[src/rtl/up2_pkg.sv]
// Shared definitions for the up2 memory arbiter: state encoding, default
// widths and the largest supported memory read latency.
package up2_pkg;

    typedef enum logic [1:0] {
        ST_IDLE    = 2'd0,
        ST_ACCESS  = 2'd1,
        ST_RD_WAIT = 2'd2
    } state_t;

    localparam int unsigned ADDR_W_DEF  = 8;
    localparam int unsigned DATA_W_DEF  = 8;
    localparam int unsigned MEM_LAT_MAX = 7;
    localparam int unsigned CNT_W       = $clog2(MEM_LAT_MAX + 1);

endpackage

[src/rtl/up2_mem_arb.sv]
// up2_mem_arb: shares the single-port program memory between the UART loader
// (writes) and the fetch unit (reads), one access at a time.
// Optional feature macro ARB_RR_EN: round-robin arbitration on a
// simultaneous write/read request; undefined gives fixed write priority.
module up2_mem_arb
    import up2_pkg::*;
#(
    parameter int unsigned ADDR_W  = ADDR_W_DEF,
    parameter int unsigned DATA_W  = DATA_W_DEF,
    parameter int unsigned MEM_LAT = 1
) (
    input  logic              clk,
    input  logic              nRst,
    input  logic              wr_req,
    input  logic [ADDR_W-1:0] wr_addr,
    input  logic [DATA_W-1:0] wr_data,
    output logic              wr_gnt,
    input  logic              rd_req,
    input  logic [ADDR_W-1:0] rd_addr,
    output logic              rd_gnt,
    output logic              rd_valid,
    output logic [DATA_W-1:0] rd_data,
    input  logic              fe_hold,
    output logic              mem_en,
    output logic              mem_we,
    output logic [ADDR_W-1:0] mem_addr,
    output logic [DATA_W-1:0] mem_wdata,
    input  logic [DATA_W-1:0] mem_rdata,
    output logic              busy
);

    state_t             state, state_nxt;
    logic [CNT_W-1:0]   cnt, cnt_nxt;
    logic               wr_elig, rd_elig, any_req, pick_wr;
    logic               wr_gnt_nxt, rd_gnt_nxt, rd_valid_nxt;
    logic               mem_en_nxt, mem_we_nxt, busy_nxt;
    logic [ADDR_W-1:0]  mem_addr_nxt;
    logic [DATA_W-1:0]  mem_wdata_nxt, rd_data_nxt;

    assign wr_elig = wr_req;
    assign rd_elig = rd_req & ~fe_hold;
    assign any_req = wr_elig | rd_elig;

`ifdef ARB_RR_EN
    logic last_wr;

    // On conflict the loser of the previous grant wins
    always_comb pick_wr = (wr_elig && rd_elig) ? ~last_wr : wr_elig;

    // Remember which requester won the most recent grant
    always_ff @(posedge clk or negedge nRst) begin
        if (!nRst)
            last_wr <= 1'b0;
        else if (state == ST_IDLE && any_req)
            last_wr <= pick_wr;
    end
`else
    // Fixed priority: a pending write always beats a read
    always_comb pick_wr = wr_elig;
`endif

    // State, latency counter and all registered outputs
    always_ff @(posedge clk or negedge nRst) begin
        if (!nRst) begin
            state     <= ST_IDLE;
            cnt       <= '0;
            wr_gnt    <= 1'b0;
            rd_gnt    <= 1'b0;
            rd_valid  <= 1'b0;
            rd_data   <= '0;
            mem_en    <= 1'b0;
            mem_we    <= 1'b0;
            mem_addr  <= '0;
            mem_wdata <= '0;
            busy      <= 1'b0;
        end else begin
            state     <= state_nxt;
            cnt       <= cnt_nxt;
            wr_gnt    <= wr_gnt_nxt;
            rd_gnt    <= rd_gnt_nxt;
            rd_valid  <= rd_valid_nxt;
            rd_data   <= rd_data_nxt;
            mem_en    <= mem_en_nxt;
            mem_we    <= mem_we_nxt;
            mem_addr  <= mem_addr_nxt;
            mem_wdata <= mem_wdata_nxt;
            busy      <= busy_nxt;
        end
    end

    // Next-state selection
    always_comb begin
        state_nxt = state;
        case (state)
            ST_IDLE:    if (any_req) state_nxt = ST_ACCESS;
            ST_ACCESS:  state_nxt = mem_we ? ST_IDLE : ST_RD_WAIT;
            ST_RD_WAIT: if (cnt == CNT_W'(1)) state_nxt = ST_IDLE;
            default:    state_nxt = ST_IDLE;
        endcase
    end

    // Next values for the registered outputs and the latency counter
    always_comb begin
        wr_gnt_nxt    = 1'b0;
        rd_gnt_nxt    = 1'b0;
        rd_valid_nxt  = 1'b0;
        mem_en_nxt    = 1'b0;
        mem_we_nxt    = 1'b0;
        mem_addr_nxt  = mem_addr;
        mem_wdata_nxt = mem_wdata;
        rd_data_nxt   = rd_data;
        cnt_nxt       = cnt;
        case (state)
            ST_IDLE: begin
                if (any_req) begin
                    mem_en_nxt   = 1'b1;
                    mem_we_nxt   = pick_wr;
                    mem_addr_nxt = pick_wr ? wr_addr : rd_addr;
                    if (pick_wr) mem_wdata_nxt = wr_data;
                    wr_gnt_nxt   = pick_wr;
                    rd_gnt_nxt   = ~pick_wr;
                end
            end
            ST_ACCESS: begin
                if (!mem_we) cnt_nxt = CNT_W'(MEM_LAT);
            end
            ST_RD_WAIT: begin
                if (cnt == CNT_W'(1)) begin
                    rd_data_nxt  = mem_rdata;
                    rd_valid_nxt = 1'b1;
                end else begin
                    cnt_nxt = cnt - CNT_W'(1);
                end
            end
            default: ;
        endcase
        busy_nxt = (state_nxt != ST_IDLE);
    end

endmodule

[config.mk]
export PLATFORM = sky130hd
export DESIGN_NAME = up2_mem_arb
export DESIGN_NICKNAME = d
export VERILOG_FILES = /design/src/rtl/up2_pkg.sv /design/src/rtl/up2_mem_arb.sv
export SDC_FILE = /design/constraint.sdc
export NUM_CORES = 1
export LEC_CHECK = 0
export BUFFER_PORTS_ARGS = -buffer_cell sky130_fd_sc_hd__clkbuf_2
export CAP_MARGIN = 20
export CORE_ASPECT_RATIO = 0.9
export CORE_MARGIN = 4
export CORE_UTILIZATION = 48
export CTS_BUF_LIST = sky130_fd_sc_hd__clkbuf_8
export DETAILED_ROUTE_END_ITERATION = 7
export PLACE_DENSITY_LB_ADDON = 0.15
export SYNTH_ARGS = -nofsm -noshare
export SYNTH_HDL_FRONTEND = slang
export SYNTH_SLANG_ARGS = --single-unit
[constraint.sdc]
create_clock -name clk -period 1.77 [get_ports clk]
set_input_delay 0.4425 -clock clk [delete_from_list [all_inputs] [get_ports clk]]
set_output_delay 0.4425 -clock clk [all_outputs]
set_load 0.02 [all_outputs]
==> results of run 1 <==
==> flip-flops by register name, summed over array words and instances (netlist names) <==
register and flops:
cnt 3, state 2, mem_en 1, rd_data 8, mem_wdata 8, mem_addr 8
rd_gnt 1, busy 1, mem_we 1, rd_valid 1
==> report_power, final <==
group          internal (µW)  switching (µW)
Clock                    308             261
Sequential              1140             207
Combinational            713             841
Total                   2160            1310
==> stage by stage <==
stage,worst slack (ns),instance area [µm²],util [%],total power [µW],cells
detailed placement,0.119,1820,64.2,2940,200
finish,0.224,1910,67.4,3470,208
global route,0.143,1910,67.4,3700,208
floorplan,0.385,1470,-,2470,97
global placement,0.172,1820,64.2,2890,200
CTS,0.217,1910,67.4,3530,208
==> final timing paths <==
kind,start,slack [ns],cells past startpoint,to
setup / recovery,cnt[1],0.22,5,rd_data[3]
hold / removal,nRst,0.18,2,mem_addr[1]
setup reg to reg,cnt[1],0.22,5,rd_data[3]
hold reg to reg,cnt[0],0.49,1,cnt[0]
max in group asynchronous,nRst,1.30,2,mem_wdata[2]
min in group clk,mem_rdata[0],0.39,2,rd_data[0]
==> critical path, cell delays in order, from the launching register on <==
cell      delay (ns)
dfrtp_1         0.38
inv_1           0.08
ha_1            0.17
nand2b_1        0.14
nor2b_4         0.28
mux2_2          0.38
==> cell type report <==
type	count	area (µm²)	share of cell area, %
inverters	3	11.3	0.589
multi-input cells	55	563	29.5
flip-flops and latches	34	851	44.5
repair buffers	68	345	18.1
well taps	40	50.0	2.62
clock buffers	6	82.6	4.32
clock inverters	2	8.76	0.458
==> layer usage <==
metal,vias to the layer above,GRT usage (%)
li1,470,-
met1,473,16.6
met2,44,26.0
met3,2,6.85
met4,0,5.22
met5,-,0
==> cells in the final DEF, fill, tap and decap left out, types with 2 or more instances in the layout <==
cell	instances
mux2_4	8
nand2_1	2
nor2_1	3
a21oi_1	2
clkbuf_2	66
clkbuf_8	6
dfrtp_1	34
nand2b_1	2
mux2_2	24
nor2b_4	2
o21a_1	2
buf_4	2
inv_1	4
ha_1	2
==> cells by family (layout without fill, tap and decap cells) <==
| kind of cell | Yosys count | after routing | synth area share [%] |
|---|---|---|---|
| muxes | 32 | 32 | 26.5 |
| and+or+nand+nor | 14 | 14 | 6.63 |
| AOI/OAI and AO/OA | 7 | 7 | 3.40 |
| buffers and inverters | 8 | 79 | 3.91 |
| DFF | 34 | 34 | 57.8 |
| adders and majority gates | 2 | 2 | 1.70 |
==> reports/metrics.yaml, run 1 <==
power:
  powerDensity_nw_per_um2: 1820
  cellLeakagePower_uw: 0.000985
  ir_worst_vdd_mv: 1.01
sta:
  setup_viol: 0
  relSlewSlack_pct: 73.1
  min_period_ns: 1.55
  holdWs_ns: 0.179
  fmax_mhz: 647
  finalHoldViolations: 0
  worst_pin_slew_ns: 0.404
  drv_slew: 0
  fin_skew_ns: 0.00374
  fin_crit_sh_pct: 87.3
  timing.setup.tns_ns: 0
  rsz0062_at_grt: "no"
cts:
  cts_setup_buffers: 0
  cts_max_level: 2
  numCtsBuffers: 5
  postCtsHoldBufs: 0
  cts_resized: 0
  insertion_delay_ns: 0.28
  root_buffer: "clkbuf_8"
  cts_tree: "done"
  cts_buffer_depth: 2
  cts_sinks: 34
  path_clk_slew_ns: 0.07
synthesis:
  yosys.area.top_type: "dfrtp_1"
  synth_top_area_share_pct: 57.8
  yosys-top-cells-count: "34 x dfrtp_1, 24 x mux2_2, 8 x mux2_4"
  syn_nets: 136
  synth_seq_area_share_pct: 57.8
  syn_inst: 97
  synth_area_um2: 1470
  synth_edf_count: 0
  synth_top_flop_cell: "dfrtp_1"
  synth_cell_type_count: 22
  ys_ff_latch: 34
  ys.warnings.count: 0
  synth-async-reset-ratio_pct: 100
  postSynthAreaPerCell_um2: 15.2
  synth_most_common_cell: "dfrtp_1"
  ys_top_cells_by_area: "dfrtp_1 58%, mux2_2 18%, mux2_4 8.2%, buf_6 2.3%, nor2b_4 1.9%"
die:
  ios: 67
  start_util_pct: 51.9
  die_w_um: 66.4
  core_um2: 2840
  die_h_um: 60.5
  dieArea_um2: 4020
  rows: 18
worst_setup_path:
  end_kind: "flop"
  worstPathMaxFanout: 9
  worstSetupPathType: "flop to flop"
  cp-start-kind: "flop"
  worstPathRequired_ns: 1.93
  worstPathArrival_ns: 1.71
drt:
  totalWireLength_mm: 2.76
  wl_met3_um: 252
  wl_met1_mm: 1.12
  via_per_inst: 4.75
  drcViolationCount: 0
  drt_pass1_iterations: 4
  routed-wl-met2_mm: 1.37
  wl_per_cell_um: 13.3
  maxUsedRoutingLayer: "met4"
  ant_nets: 0
  vias: 989
  drtIter0Drc: 19
global_routing:
  grt_max_degree: 35
  overflow: 0
  grt_pass1_vias: 1039
  grt_pass1_wl_mm: 4.43
  antenna_found_initial: 0
  grtUsageTotal_pct: 15.1
layout:
  areaGrowthSynthToFinish_pct: 29.9
  nFillCells: 219
  drive_gt1_share_pct: 66.7
  nets: 206
  diodes: 0
job:
  drv_cap: 0
hold_path:
  hold_path.class: "primary input to async pin"
placement:
  hpwl_mm: 2.14
  gp_congestion: 0.695
  numPortBuffers: 66
outcome:
  outcome: "complete, no violations"
Note: power is estimated with default switching activity, not from simulation.
==> run 2: changes to the inputs <==
--- a/config.mk
+++ b/config.mk
@@ -5,12 +5,12 @@
 export SDC_FILE = /design/constraint.sdc
 export NUM_CORES = 1
 export LEC_CHECK = 0
+export ABC_AREA = 1
 export BUFFER_PORTS_ARGS = -buffer_cell sky130_fd_sc_hd__clkbuf_2
 export CAP_MARGIN = 20
 export CORE_ASPECT_RATIO = 0.9
 export CORE_MARGIN = 4
-export CORE_UTILIZATION = 48
-export CTS_BUF_LIST = sky130_fd_sc_hd__clkbuf_8
+export CORE_UTILIZATION = 46
 export DETAILED_ROUTE_END_ITERATION = 7
 export PLACE_DENSITY_LB_ADDON = 0.15
 export SYNTH_ARGS = -nofsm -noshare
==> run 2 against run 1 <==
Effect of this change:
- via count increased by 32%
- first-iteration DRC count rose to 2.7 times the previous value
- utilization decreased by 4.6 points
- clock skew grew 0.0016 ns
- register-to-register slack better by 0.27 ns
==> reports/metrics.yaml, run 2 <==
global_routing:
  grtUsageTotal_pct: 16.6
  antenna_found_initial: 0
  overflow: 0
  grt_max_degree: 35
  grt_pass1_wl_mm: 5.07
  grt_pass1_vias: 1213
synthesis:
  syn_nets: 215
  yosys-top-cells-count: "101 x nand2_1, 34 x dfrtp_1, 12 x nand3_1, 9 x inv_1, 3 x nand2_2"
  postSynthAreaPerCell_um2: 8.39
  yosys.area.top_type: "dfrtp_1"
  synth_cell_type_count: 17
  synth-async-reset-ratio_pct: 100
  synth_top_flop_cell: "dfrtp_1"
  synth_seq_area_share_pct: 57.6
  synth_edf_count: 0
  ys.warnings.count: 0
  ys_ff_latch: 34
  synth_top_area_share_pct: 57.6
  synth_area_um2: 1480
  synth_most_common_cell: "nand2_1"
  ys_top_cells_by_area: "dfrtp_1 58%, nand2_1 26%, nand3_1 4.1%, inv_1 2.3%, ha_1 1.7%"
  syn_inst: 176
sta:
  worst_pin_slew_ns: 0.402
  timing.final.ws_setup_ns: 0.414
  finalHoldViolations: 0
  drv_slew: 0
  fin_skew_ns: 0.00537
  fmax_mhz: 738
  relSlewSlack_pct: 73.2
  holdWs_ns: 0.115
  timing.setup.tns_ns: 0
  rsz0062_at_grt: "no"
  fin_crit_sh_pct: 76.6
  min_period_ns: 1.36
  setup_viol: 0
worst_setup_path:
  cp_cell_sequence: "clkbuf_2"
  path_delay_family: "flip-flops"
  r2r_cells: 7
  worstPathArrival_ns: 0.91
  critical_path.slowest_cell: "dfrtp_1"
  slowest_delay_ns: 0.42
  cp.depth: 1
  reg2reg_slack_ns: 0.49
  worstPathMaxFanout: 3
  end_kind: "output port"
  worstPathRequired_ns: 1.33
  worstSetupPathType: "flop to output port"
  cp-start-kind: "flop"
  crit_buf_inv: 1
job:
  drv_cap: 0
cts:
  cts_sinks: 34
  insertion_delay_ns: 0.33
  postCtsHoldBufs: 0
  path_clk_slew_ns: 0.11
  numCtsBuffers: 5
  cts_buffer_depth: 2
  cts_setup_buffers: 0
  cts_max_level: 2
  cts_resized: 0
  cts_tree: "done"
  root_buffer: "clkbuf_4"
die:
  die_w_um: 67.7
  die_h_um: 61.7
  ios: 67
  dieArea_um2: 4180
  core_um2: 3070
  start_util_pct: 48.1
  rows: 19
drt:
  drt_pass1_iterations: 4
  vias: 1308
  via_per_inst: 4.51
  drtIter0Drc: 51
  ant_nets: 0
  totalWireLength_mm: 3.07
  wl_per_cell_um: 10.6
  drcViolationCount: 0
layout:
  final_cell_mix: "101 x nand2_1, 66 x clkbuf_2, 34 x dfrtp_1"
  diodes: 0
  utilization_pct: 62.8
  reg_top3: "mem_addr (8), mem_wdata (8), rd_data (8)"
  multi_input_area_um2: 549
  drive_gt1_share_pct: 34.7
  nets: 286
  nFillCells: 282
  areaGrowthSynthToFinish_pct: 30.4
  final_common_cell: "nand2_1"
  seq_area_um2: 851
placement:
  gp_congestion: 0.815
  hpwl_mm: 2.44
  pre_cts_slack_ns: 0.223
  numPortBuffers: 66
outcome:
  outcome: "complete, no violations"
power:
  powerDensity_nw_per_um2: 1760
  ir_worst_vdd_mv: 1.08
  cellLeakagePower_uw: 0.00118
hold_path:
  hold_path.class: "primary input to async pin"
## run 2: cell count changes after synthesis, moves of 3 or more
cell	previous run	this run
nand2_1	2	101
nand3_1	0	12
inv_1	3	9
mux2_2	24	0
nand2_2	0	3
mux2_4	8	0
## run 2: area by class of cell
class	instances	area share (%)
sequential	34	44.2
tap	42	2.73
inverter	13	2.73
timing repair buffer	67	17.5
multi-input combinational	126	28.5
clock buffer	5	1.95
clock inverter	3	2.34
## run 2: path summary, 6_finish.rpt
kind,from,to
worst max register to register,cnt[0],rd_data[4]
worst max-delay path,mem_we,mem_we
min in group clk,mem_rdata[1],rd_data[1]
max in group asynchronous,nRst,mem_addr[3]
worst min register to register,mem_addr[1],mem_addr[1]
worst min-delay path,nRst,mem_addr[4]
## run 2: cell families (layout without fill, tap and decap cells)
group         count (synthesis)  in the layout  synth area share (%)
flops                        34             34                  57.6
simple gates                124            124                  35.5
fa+ha+maj                     2              2                  1.69
buf+inv                      16             88                  5.17
## run 2: routing by layer
layer | up-vias | GRT usage (%) | wire, µm
li1 | 677 | - | -
met1 | 583 | 21.0 | 1380
met2 | 40 | 26.4 | 1410
met3 | 8 | 5.04 | 216
met4 | 0 | 7.80 | 61
met5 | - | 0 | 0
## run 2: worst register-to-register path: stages (launching register included)
cell	delay (ns)
dfrtp_1	0.43
ha_1	0.21
nand2_1	0.09
inv_1	0.07
nand2_4	0.11
clkinv_2	0.14
nand2_1	0.09
nand2_1	0.05
## run 2: through the flow
stage	cell area (µm²)	instances	total power, µW
6_report	1930	290	3390
3_5_place_dp	1840	282	2860
2_1_floorplan	1480	176	2370
4_1_cts	1930	290	3440
5_1_grt	1930	290	3680
3_3_place_gp	1840	282	2830
## run 2: report_power, final
part | total [µW] | internal, µW | switching [µW] | leakage [µW]
Combinational | 1490 | 492 | 1000 | 0.000716
Clock | 559 | 296 | 263 | 0.0000374
Sequential | 1340 | 1120 | 218 | 0.000426
